<file path="src/rtl/time_set_pkg.sv">
// Shared definitions for the keypad time-entry controller.
// Holds the FSM state encoding, keypad/cursor sentinels, per-position digit
// limits and the BCD field layout of the 24-bit HH:MM:SS time word.
package time_set_pkg;

  typedef enum logic [2:0] {
    ST_IDLE     = 3'd0,
    ST_WAIT_REL = 3'd1,
    ST_WAIT_KEY = 3'd2,
    ST_DEBOUNCE = 3'd3,
    ST_APPLY    = 3'd4,
    ST_COMMIT   = 3'd5,
    ST_LOCKOUT  = 3'd6
  } state_e;

  localparam logic [9:0] KEY_NONE  = 10'h3FF;
  localparam logic [2:0] EDIT_IDLE = 3'd7;
  localparam logic [2:0] POS_LAST  = 3'd5;

  // Largest digit accepted at each cursor position.
  localparam logic [3:0] LIM_H_TEN    = 4'd2;
  localparam logic [3:0] LIM_H_ONE    = 4'd9;
  localparam logic [3:0] LIM_H_ONE_20 = 4'd3;  // hours 20..23
  localparam logic [3:0] LIM_M_TEN    = 4'd5;
  localparam logic [3:0] LIM_M_ONE    = 4'd9;
  localparam logic [3:0] LIM_S_TEN    = 4'd5;
  localparam logic [3:0] LIM_S_ONE    = 4'd9;

  // LSB offsets of each BCD digit inside the time word.
  localparam logic [4:0] H_TEN_LSB = 5'd20;
  localparam logic [4:0] H_ONE_LSB = 5'd16;
  localparam logic [4:0] M_TEN_LSB = 5'd12;
  localparam logic [4:0] M_ONE_LSB = 5'd8;
  localparam logic [4:0] S_TEN_LSB = 5'd4;
  localparam logic [4:0] S_ONE_LSB = 5'd0;

  function automatic logic [4:0] field_lsb(input logic [2:0] pos);
    logic [4:0] lsb;
    case (pos)
      3'd0:    lsb = H_TEN_LSB;
      3'd1:    lsb = H_ONE_LSB;
      3'd2:    lsb = M_TEN_LSB;
      3'd3:    lsb = M_ONE_LSB;
      3'd4:    lsb = S_TEN_LSB;
      default: lsb = S_ONE_LSB;
    endcase
    return lsb;
  endfunction

  // The hour-units limit depends on the hour-tens digit already staged.
  function automatic logic [3:0] digit_limit(input logic [2:0] pos,
                                             input logic [3:0] h_ten);
    logic [3:0] lim;
    case (pos)
      3'd0:    lim = LIM_H_TEN;
      3'd1:    lim = (h_ten == 4'd2) ? LIM_H_ONE_20 : LIM_H_ONE;
      3'd2:    lim = LIM_M_TEN;
      3'd3:    lim = LIM_M_ONE;
      3'd4:    lim = LIM_S_TEN;
      default: lim = LIM_S_ONE;
    endcase
    return lim;
  endfunction

endpackage

</file>
<file path="src/rtl/key_debounce.sv">
// Keypad qualifier for the time-entry controller.
// Ports:
//   clk, rst        clock, asynchronous active-low reset
//   keypad[9:0]     active-low one-hot keys
//   arm             controller is waiting for a new key
//   hold            controller is debouncing the latched key
//   key_start       a single key is present while armed; code latched this edge
//   key_valid       latched code stayed stable for DEBOUNCE cycles (one cycle)
//   key_lost        keypad changed while debouncing
//   key_digit[3:0]  digit of the latched code
module key_debounce
  import time_set_pkg::*;
#(
  parameter int DEBOUNCE = 20
) (
  input  logic       clk,
  input  logic       rst,
  input  logic [9:0] keypad,
  input  logic       arm,
  input  logic       hold,
  output logic       key_start,
  output logic       key_valid,
  output logic       key_lost,
  output logic [3:0] key_digit
);

  localparam int CW = (DEBOUNCE > 1) ? $clog2(DEBOUNCE) : 1;

  logic [9:0]    code_q, code_d;
  logic [CW-1:0] cnt_q, cnt_d;
  logic [9:0]    pressed;
  logic          one_hot;

  // Exactly one bit set: non-zero and clearing the lowest set bit leaves zero.
  assign pressed = ~keypad;
  assign one_hot = (pressed != 10'd0) && ((pressed & (pressed - 10'd1)) == 10'd0);

  always_comb begin
    key_digit = 4'd0;
    for (int i = 0; i < 10; i++) begin
      if (!code_q[i]) key_digit = 4'(i);
    end
  end

  // Down-counter loaded on latch; terminal count 0 qualifies the key.
  always_comb begin
    code_d    = code_q;
    cnt_d     = cnt_q;
    key_start = 1'b0;
    key_valid = 1'b0;
    key_lost  = 1'b0;
    if (arm && one_hot) begin
      key_start = 1'b1;
      code_d    = keypad;
      cnt_d     = CW'(DEBOUNCE - 1);
    end else if (hold) begin
      if (keypad != code_q) begin
        key_lost = 1'b1;
      end else if (cnt_q == '0) begin
        key_valid = 1'b1;
      end else begin
        cnt_d = cnt_q - 1'b1;
      end
    end
  end

  always_ff @(posedge clk or negedge rst) begin
    if (!rst) begin
      code_q <= KEY_NONE;
      cnt_q  <= '0;
    end else begin
      code_q <= code_d;
      cnt_q  <= cnt_d;
    end
  end

endmodule

</file>
<file path="src/rtl/time_set_ctrl.sv">
// Keypad time-entry controller for the six BCD watch counters.
// Ports:
//   clk, rst         1 kHz system clock, asynchronous active-low reset
//   set_en           edit mode requested (DIP switch)
//   keypad[9:0]      active-low one-hot digit keys, 10'h3FF = none
//   cur_time[23:0]   live watch time, BCD HH:MM:SS
//   load_time[23:0]  validated time to load, qualified by load_stb
//   load_stb         one-cycle load pulse
//   edit_time[23:0]  staged buffer while editing, live time otherwise
//   edit_pos[2:0]    cursor 0..5 (h_ten..s_one), 7 when not editing
//   blink_mask[5:0]  1 = blank that digit this cycle (bit 5 = h_ten)
//   busy             high outside IDLE
//   err              one-cycle pulse on a rejected digit
//
// state    | meaning
// ---------+-----------------------------------------------------------
// IDLE     | not editing; snapshot cur_time when set_en rises
// WAIT_REL | wait for all keys released
// WAIT_KEY | wait for a single-key code
// DEBOUNCE | latched key must stay stable DEBOUNCE cycles
// APPLY    | range-check the digit and write it into the buffer
// COMMIT   | one-cycle load strobe of the buffer
// LOCKOUT  | edit abandoned on timeout; wait for set_en low
module time_set_ctrl
  import time_set_pkg::*;
#(
  parameter int DEBOUNCE   = 20,
  parameter int TIMEOUT    = 10000,
  parameter int BLINK_HALF = 250
) (
  input  logic        clk,
  input  logic        rst,
  input  logic        set_en,
  input  logic [9:0]  keypad,
  input  logic [23:0] cur_time,
  output logic [23:0] load_time,
  output logic        load_stb,
  output logic [23:0] edit_time,
  output logic [2:0]  edit_pos,
  output logic [5:0]  blink_mask,
  output logic        busy,
  output logic        err
);

  localparam int TW = (TIMEOUT > 1) ? $clog2(TIMEOUT) : 1;
  localparam int BW = (BLINK_HALF > 1) ? $clog2(BLINK_HALF) : 1;

  state_e        state_q, state_d;
  logic [23:0]   buf_q, buf_d;
  logic [2:0]    pos_q, pos_d;
  logic          dirty_q, dirty_d;
  logic [TW-1:0] to_cnt_q, to_cnt_d;
  logic [BW-1:0] blink_cnt_q, blink_cnt_d;
  logic          phase_q, phase_d;

  logic [23:0]   load_time_q, load_time_d;
  logic          load_stb_q, load_stb_d;
  logic [23:0]   edit_time_q, edit_time_d;
  logic [2:0]    edit_pos_q, edit_pos_d;
  logic [5:0]    blink_mask_q, blink_mask_d;
  logic          busy_q, busy_d;
  logic          err_q, err_d;

  logic          key_start, key_valid, key_lost;
  logic [3:0]    key_digit;
  logic          waiting, timed_out, reject, edit_view;
  logic [3:0]    lim;
  logic [4:0]    lsb;

  key_debounce #(.DEBOUNCE(DEBOUNCE)) u_key_debounce (
    .clk       (clk),
    .rst       (rst),
    .keypad    (keypad),
    .arm       (state_q == ST_WAIT_KEY),
    .hold      (state_q == ST_DEBOUNCE),
    .key_start (key_start),
    .key_valid (key_valid),
    .key_lost  (key_lost),
    .key_digit (key_digit)
  );

  assign waiting = (state_q == ST_WAIT_REL) || (state_q == ST_WAIT_KEY) ||
                   (state_q == ST_DEBOUNCE);

  always_comb begin
    state_d   = state_q;
    buf_d     = buf_q;
    pos_d     = pos_q;
    dirty_d   = dirty_q;
    to_cnt_d  = to_cnt_q;
    timed_out = 1'b0;
    reject    = 1'b0;
    lim       = digit_limit(pos_q, buf_q[H_TEN_LSB +: 4]);
    lsb       = field_lsb(pos_q);

    // Inactivity timer: down-counter, only runs while waiting on the keypad.
    if (waiting) begin
      if (to_cnt_q == '0) timed_out = 1'b1;
      else                to_cnt_d  = to_cnt_q - 1'b1;
    end

    case (state_q)
      ST_IDLE: begin
        if (set_en) begin
          buf_d    = cur_time;
          pos_d    = 3'd0;
          dirty_d  = 1'b0;
          to_cnt_d = TW'(TIMEOUT - 1);
          state_d  = ST_WAIT_REL;
        end
      end
      ST_WAIT_REL: if (keypad == KEY_NONE) state_d = ST_WAIT_KEY;
      ST_WAIT_KEY: if (key_start) state_d = ST_DEBOUNCE;
      ST_DEBOUNCE: begin
        if (key_valid)     state_d = ST_APPLY;
        else if (key_lost) state_d = ST_WAIT_KEY;
      end
      ST_APPLY: begin
        if (key_digit <= lim) begin
          buf_d[lsb +: 4] = key_digit;
          // Hours 2x: clamp a stale hour-units digit so the buffer stays legal.
          if ((pos_q == 3'd0) && (key_digit == 4'd2) &&
              (buf_q[H_ONE_LSB +: 4] > LIM_H_ONE_20))
            buf_d[H_ONE_LSB +: 4] = LIM_H_ONE_20;
          dirty_d  = 1'b1;
          to_cnt_d = TW'(TIMEOUT - 1);
          if (pos_q == POS_LAST) begin
            state_d = ST_COMMIT;
          end else begin
            pos_d   = pos_q + 3'd1;
            state_d = ST_WAIT_REL;
          end
        end else begin
          reject  = 1'b1;
          state_d = ST_WAIT_REL;
        end
        // Switch dropped in the same cycle: the digit above still counts.
        if (!set_en) state_d = dirty_d ? ST_COMMIT : ST_IDLE;
      end
      ST_COMMIT: begin
        dirty_d = 1'b0;
        pos_d   = 3'd0;
        state_d = set_en ? ST_WAIT_REL : ST_IDLE;
      end
      ST_LOCKOUT: if (!set_en) state_d = ST_IDLE;
      default:    state_d = ST_IDLE;
    endcase

    if (waiting) begin
      if (!set_en) begin
        state_d = dirty_q ? ST_COMMIT : ST_IDLE;
      end else if (timed_out) begin
        state_d = ST_LOCKOUT;
        dirty_d = 1'b0;
      end
    end
  end

  // Free-running blink phase.
  always_comb begin
    blink_cnt_d = blink_cnt_q - 1'b1;
    phase_d     = phase_q;
    if (blink_cnt_q == '0) begin
      blink_cnt_d = BW'(BLINK_HALF - 1);
      phase_d     = ~phase_q;
    end
  end

  // Outputs are registered from the next-state values so they line up with
  // the state they describe.
  always_comb begin
    edit_view    = (state_d != ST_IDLE) && (state_d != ST_LOCKOUT);
    load_stb_d   = (state_d == ST_COMMIT);
    load_time_d  = load_stb_d ? buf_d : load_time_q;
    err_d        = reject;
    busy_d       = (state_d != ST_IDLE);
    edit_pos_d   = edit_view ? pos_d : EDIT_IDLE;
    edit_time_d  = edit_view ? buf_d : cur_time;
    blink_mask_d = edit_view ? ({5'd0, phase_d} << (POS_LAST - pos_d)) : 6'd0;
  end

  always_ff @(posedge clk or negedge rst) begin
    if (!rst) begin
      state_q      <= ST_IDLE;
      buf_q        <= '0;
      pos_q        <= '0;
      dirty_q      <= 1'b0;
      to_cnt_q     <= '0;
      blink_cnt_q  <= '0;
      phase_q      <= 1'b0;
      load_time_q  <= '0;
      load_stb_q   <= 1'b0;
      edit_time_q  <= '0;
      edit_pos_q   <= EDIT_IDLE;
      blink_mask_q <= '0;
      busy_q       <= 1'b0;
      err_q        <= 1'b0;
    end else begin
      state_q      <= state_d;
      buf_q        <= buf_d;
      pos_q        <= pos_d;
      dirty_q      <= dirty_d;
      to_cnt_q     <= to_cnt_d;
      blink_cnt_q  <= blink_cnt_d;
      phase_q      <= phase_d;
      load_time_q  <= load_time_d;
      load_stb_q   <= load_stb_d;
      edit_time_q  <= edit_time_d;
      edit_pos_q   <= edit_pos_d;
      blink_mask_q <= blink_mask_d;
      busy_q       <= busy_d;
      err_q        <= err_d;
    end
  end

  assign load_time  = load_time_q;
  assign load_stb   = load_stb_q;
  assign edit_time  = edit_time_q;
  assign edit_pos   = edit_pos_q;
  assign blink_mask = blink_mask_q;
  assign busy       = busy_q;
  assign err        = err_q;

endmodule

</file>
<file path="config.mk">
export PLATFORM = sky130hd
export DESIGN_NAME = time_set_ctrl
export DESIGN_NICKNAME = d
export VERILOG_FILES = /design/src/rtl/time_set_pkg.sv /design/src/rtl/key_debounce.sv /design/src/rtl/time_set_ctrl.sv
export SDC_FILE = /design/constraint.sdc
export NUM_CORES = 1
export LEC_CHECK = 0
export CAP_MARGIN = 10
export CELL_PAD_IN_SITES_DETAIL_PLACEMENT = 0
export CELL_PAD_IN_SITES_GLOBAL_PLACEMENT = 1
export CORE_MARGIN = 5
export CORE_UTILIZATION = 28
export DETAILED_ROUTE_END_ITERATION = 8
export MAX_ROUTING_LAYER = met4
export PLACE_DENSITY_LB_ADDON = 0.1
export SLEW_MARGIN = 20
export SYNTH_ARGS = -nofsm -noshare
export SYNTH_HDL_FRONTEND = slang
export SYNTH_HIERARCHICAL = 1
export SYNTH_SLANG_ARGS = --single-unit
</file>
<file path="constraint.sdc">
create_clock -name clk -period 3.5 [get_ports clk]
set_input_delay 0.525 -clock clk [delete_from_list [all_inputs] [get_ports clk]]
set_output_delay 0.525 -clock clk [all_outputs]
set_load 0.01 [all_outputs]
</file>
==> results of run 1 <==
## routing by layer
layer | wire length, µm | track usage [%] | vias to the layer above
met4 | 208 | 3.62 | 0
li1 | - | - | 2813
met2 | 10500 | 26.4 | 98
met5 | 0 | - | -
met3 | 556 | 3.02 | 16
met1 | 9750 | 19.6 | 2883
## placed cells by master (no fill, tap or decap), types with 6 or more instances in the layout
cell / instances
nand4_1: 10
nor2b_1: 8
mux2_4: 11
xnor2_1: 15
clkbuf_16: 19
nor2_1: 42
xor2_1: 10
inv_1: 54
nand2_1: 51
o22ai_1: 8
buf_6: 7
nand3_1: 14
mux2i_1: 28
nor3_1: 11
clkdlybuf4s50_1: 86
buf_4: 120
nand2b_1: 8
dfrtp_1: 116
o21a_1: 6
a222oi_1: 10
nor4_1: 9
buf_12: 7
a21oi_1: 20
o21ai_0: 28
mux2_2: 28
dfstp_2: 13
ha_1: 13
dlymetal6s2s_1: 9
## power by group
part           total (mW)  leakage, nW  internal [mW]  switching (mW)
clock network        1.89        0.297           1.14           0.744
logic                2.62         2.67           1.49            1.13
registers            2.17         1.54           1.95           0.214
total                6.67         4.51           4.59            2.08
## cell type report
type | instances | area [µm²] | area share, %
clock buffer | 17 | 425 | 4.25
clock inverter | 15 | 195 | 1.95
inverter | 57 | 214 | 2.14
multi-input combinational | 445 | 3380 | 33.8
sequential | 129 | 3240 | 32.4
tap | 324 | 405 | 4.05
timing repair buffer | 231 | 2140 | 21.4
## worst paths after layout
check / cells past startpoint / start / slack (ns) / to
min reg2reg: 1 / blink_cnt_q[0] / 0.48 / blink_cnt_q[0]
max: 14 / pos_q[1] / 0.12 / edit_time[21]
min: 1 / rst / 0.03 / blink_cnt_q[7]
max reg2reg: 14 / pos_q[1] / 0.12 / edit_time[21]
min in group clk: 1 / blink_cnt_q[0] / 0.48 / blink_cnt_q[0]
max in group asynchronous: 2 / rst / 2.62 / busy
## sequential cells by signal, indices dropped and copies added (netlist names), 3 cells and up
register and cells:
buf_q 24, edit_time 24, load_time 24, to_cnt_q 14
u_key_debounce/code_q 10, blink_cnt_q 8, blink_mask 6, u_key_debounce/cnt_q 5
edit_pos 3, pos_q 3, state_q 3
## through the flow
step                      power (mW)  setup TNS (ns)  cell area (µm²)  setup slack, ns  cells
after floorplan                 3.37               0             6810           0.0250    652
after global placement          4.62          -26.31             8950           -0.617   1163
after detailed placement        4.64          -31.76             8950           -0.727   1163
after CTS                       6.65               0             9710          0.00589   1204
after global routing            7.06          -0.548            10000          -0.0460   1218
final                           6.67               0            10000            0.123   1218
## worst reg2reg max path: stages, from the launching register on
cell       delay (ns)
dfrtp_1          0.44
inv_2            0.11
ha_4             0.15
inv_1            0.04
o32a_1           0.33
ha_1             0.31
nand4_1          0.12
o21a_1           0.19
buf_6            0.12
a221oi_4         0.06
buf_4            0.15
or2_2            0.28
a221o_2          0.47
clkbuf_16        0.21
mux2_4           0.29
## timing repair
action,CTS,global route
setup endpoints to repair,44,65
resized for setup,8,39
setup buffers,8,13
pin swaps,5,16
gates cloned,1,2
## cell families after synthesis
| family | after synthesis | share of synthesized area [%] |
|---|---|---|
| buffers and inverters | 79 | 5.16 |
| AND/OR/NAND/NOR | 200 | 16.0 |
| adder cells (fa/ha/maj) | 16 | 2.94 |
| XOR/XNOR | 27 | 3.47 |
| AO/OA/AOI/OAI | 134 | 13.6 |
| flip-flops | 129 | 47.6 |
| multiplexers | 67 | 11.2 |
==> reports/results.ini, run 1 <==
[synthesis]
ys_seq_area_share_pct = 47.6
synth_enable_flop_cells = 0
ys_warn_count = 6
syn_inst = 652
ys_types = 72
synth.avg_cell_area_um2 = 10.5
syn-cell-area_um2 = 6810
yosysMostFrequentCell = dfrtp_1
synth.largest_area_cell = dfrtp_1
ys_ff_latch = 129
synth_common_cells = dfrtp_1, inv_1, nand2_1
synth_flop_cell = dfrtp_1
async_flop_share_pct = 100
synth_top_cell_area_share_pct = 42.6
yosys-top-cells-area = dfrtp_1, dfstp_2, mux2_2
syn_nets = 705

[drt]
wirelength_um = 21000
drc = 0
ant_nets = 0
wl_per_cell_um = 17.3
drt-initial-drc-count = 323
dr.pass1.iters = 5
vias_per_cell = 4.77
num_vias = 5810

[setup_path]
cpMaxStageDelayCell = a221o_2
critPathMaxFanout = 6
worstPathRequired_ns = 3.81
path_delay_family = compound AO/OA/AOI/OAI gates
crit_buf_inv = 5
cp_slowest_stage_delay_ns = 0.47
crit_chain = inv_2 > ha_4 > inv_1 > o32a_1 > ha_1 > nand4_1 > o21a_1 > buf_6 > a221oi_4 > buf_4 > or2_2 > a221o_2 > clkbuf_16 > mux2_4
worst_setup_path_start_kind = flip-flop
critPathArrivalTime_ns = 3.68
end_kind = flip-flop
worstSetupPathType = flip-flop to flip-flop

[timing]
max_freq_ghz = 0.296
fin_crit_ns = 3.38
rsz0062_at_grt = yes
worst_pin_slew_ns = 0.791
whs_ns = 0.0283
fin_crit_sh_pct = 96.5
hold_violations = 0
maxSlewHeadroom_pct = 46.8
drv_slew = 0
finClkSkew_ns = 0.00903
setup_viol = 0

[global_route]
grt_usage_pct = 15.7
grt_pass1_wl_um = 33900
grt_antenna_before_repair = 0
grt_pass1_vias = 6186
grt_max_degree = 68
gr-total-overflow = 0

[flow_run]
cap_violations = 0

[pwr]
power.leakage_nw = 4.51
power_density_nw_per_um2 = 667
ir_worst_vdd_mv = 0.287

[cts]
clk_path_buf_depth = 2
cts_root_buf = clkbuf_16
cts.sinks = 129
clock_latency_ns = 0.42
postCtsHoldBufs = 0
htree_levels = 4
clkTransAtPathRegs_ns = 0.06
tritoncts = yes
cts_buffers = 17

[die]
die_height_um = 166
dieArea_um2 = 27600
core_um2 = 24200
rows = 57
io_pins = 97
fp.dieW_um = 166
initial_core_util_pct = 28.2

[finish]
n_fill_cell = 2316
final_util_pct = 41.4
diodes = 0
area_growth_pct = 46.9
layout-drive-gt1-share_pct = 29.0
final_nets = 934

[placement]
dp_hpwl_um = 15100
gp_congestion = 0.833
io_buffers = 96

[outcome]
status = finished, final reports clean

[min_path]
hold_class = primary input to asynchronous set/reset pin

Note: power is estimated with default switching activity, not from simulation.
==> inputs of run 2 (changes only) <==
--- a/config.mk
+++ b/config.mk
@@ -13,6 +13,7 @@
 export DETAILED_ROUTE_END_ITERATION = 8
 export MAX_ROUTING_LAYER = met4
 export PLACE_DENSITY_LB_ADDON = 0.1
+export SKIP_CTS_REPAIR_TIMING = 1
 export SLEW_MARGIN = 20
 export SYNTH_ARGS = -nofsm -noshare
 export SYNTH_HDL_FRONTEND = slang
==> run 2 against run 1 <==
Maximum frequency is 0.31% higher. Clock-buffer cell count is the same. Register-to-register slack about the same.
==> reports/results.ini, run 2 (synthesis gave the netlist of run 1 again) <==
[pwr]
combPwrFrac_pct = 38.8
power_mw = 6.62
switching_share_pct = 31.2
ir_worst_vdd_mv = 0.286
p_int_mw = 4.55
switching_power_mw = 2.06
power.leakage_nw = 4.49
p_clk_share_pct = 28.4
power_density_nw_per_um2 = 661
p_seq_share_pct = 32.8

[drt]
ant_nets = 0
wirelength_um = 20800
drc = 0
vias_per_cell = 4.74
wl_per_cell_um = 17.1
num_vias = 5763
dr.pass1.iters = 7
drt-initial-drc-count = 327

[setup_path]
crit_buf_inv = 4
worstSetupPathType = flip-flop to flip-flop
worstPathRequired_ns = 3.80
end_kind = flip-flop
path_delay_family = compound AO/OA/AOI/OAI gates
cpMaxStageDelayCell = dfrtp_2
critPathMaxFanout = 6
worst_setup_path_start_kind = flip-flop
r2r_slack_ns = 0.13
cp_slowest_stage_delay_ns = 0.45
crit_chain = inv_2 > ha_4 > nor2b_4 > a21oi_2 > ha_1 > buf_4 > nand2_1 > o21ai_2 > buf_6 > a31oi_4 > o32a_1 > a221o_2 > clkbuf_16 > mux2_4
critPathArrivalTime_ns = 3.67

[global_route]
grt_pass1_vias = 6196
grt_usage_pct = 15.4
grt_antenna_before_repair = 0
grt_max_degree = 68
gr-total-overflow = 0
grt_pass1_wl_um = 33400

[timing]
maxSlewHeadroom_pct = 58.0
max_freq_ghz = 0.297
fin_crit_ns = 3.37
finClkSkew_ns = 0.00846
drv_slew = 0
setup_viol = 0
setup_slack_ns = 0.133
fin_crit_sh_pct = 96.2
hold_violations = 0
setup_tns_ns = 0
worst_pin_slew_ns = 0.624

[die]
io_pins = 97
die_height_um = 166
dieArea_um2 = 27600
initial_core_util_pct = 28.2
fp.dieW_um = 166
rows = 57
core_um2 = 24200

[finish]
area_growth_pct = 47.0
layout_commonest_cell = buf_4
mostFrequentLayoutCells = buf_4, dfrtp_1, clkdlybuf4s50_1, inv_1, nand2_1
n_fill_cell = 2319
final_nets = 932
final_util_pct = 41.4
fin_cells = 1216
layout-drive-gt1-share_pct = 29.5
diodes = 0

[placement]
placedCellCount = 1163
io_buffers = 96
place_ws_ns = -0.727
dp_hpwl_um = 15100
gp_congestion = 0.833

[cts]
cts_buffers = 17
clkTransAtPathRegs_ns = 0.06
htree_levels = 4
clk_path_buf_depth = 2
tritoncts = yes
cts_root_buf = clkbuf_16
cts.sinks = 129
clock_latency_ns = 0.42

[flow_run]
cap_violations = 0

[min_path]
hold_class = primary input to asynchronous set/reset pin

[outcome]
status = finished, final reports clean

## run 2: changes by cell type in the layout (fill, tap and decap cells not counted), sizes merged
cell    change
buf         -1
a21boi      -1
## run 2: worst paths after layout
| path | start | end | cells after the start |
|---|---|---|---|
| setup / recovery | pos_q[0] | edit_time[21] | 14 |
| hold / removal | rst | blink_cnt_q[7] | 1 |
| setup reg to reg | pos_q[0] | edit_time[21] | 14 |
| hold reg to reg | blink_cnt_q[0] | blink_cnt_q[0] | 1 |
| max in group asynchronous | rst | to_cnt_q[7] | 2 |
| min in group clk | blink_cnt_q[0] | blink_cnt_q[0] | 1 |
## run 2: final cells by class
type | instances | area (µm²) | share of cell area [%]
Multi-Input combinational cell | 444 | 3420 | 34.1
Clock buffer | 17 | 425 | 4.25
Tap cell | 324 | 405 | 4.05
Inverter | 57 | 214 | 2.14
Timing Repair Buffer | 230 | 2110 | 21.1
Clock inverter | 15 | 195 | 1.95
Sequential cell | 129 | 3250 | 32.4
## run 2: worst reg2reg max path, delay by kind of cell, from the launching register on
kind,cells,cell delay [ns]
flops,1,0.45
fa+ha+maj,2,0.47
buf+inv,4,0.60
mux,1,0.29
compound gates,5,1.21
simple gates,2,0.23
## run 2: layer usage
metal,share of wire (%),track usage (%),vias to the layer above,wire length [µm]
met1,47,19.1,2853,9690
met4,0.92,3.87,0,192
met3,2.2,2.93,13,465
met2,50,26.0,88,10500
li1,-,-,2809,-
met5,0,-,-,0
## run 2: per-stage QoR
step	cell area, µm²	hold WS (ns)
2_1_floorplan	6810	0.229
3_3_place_gp	8950	0.475
3_5_place_dp	8950	0.476
4_1_cts	9570	0.0279
5_1_grt	10000	0.0469
6_report	10000	0.0308
## run 2: power groups by stage
stage               clock (mW)  sequential [mW]  combinational (mW)
finish                    1.88             2.17                2.57
detailed placement           0             2.19                2.45
global placement             0             2.19                2.43
CTS                       1.94             2.17                2.46
floorplan                    0             2.30                1.08
global route              2.00             2.22                2.79
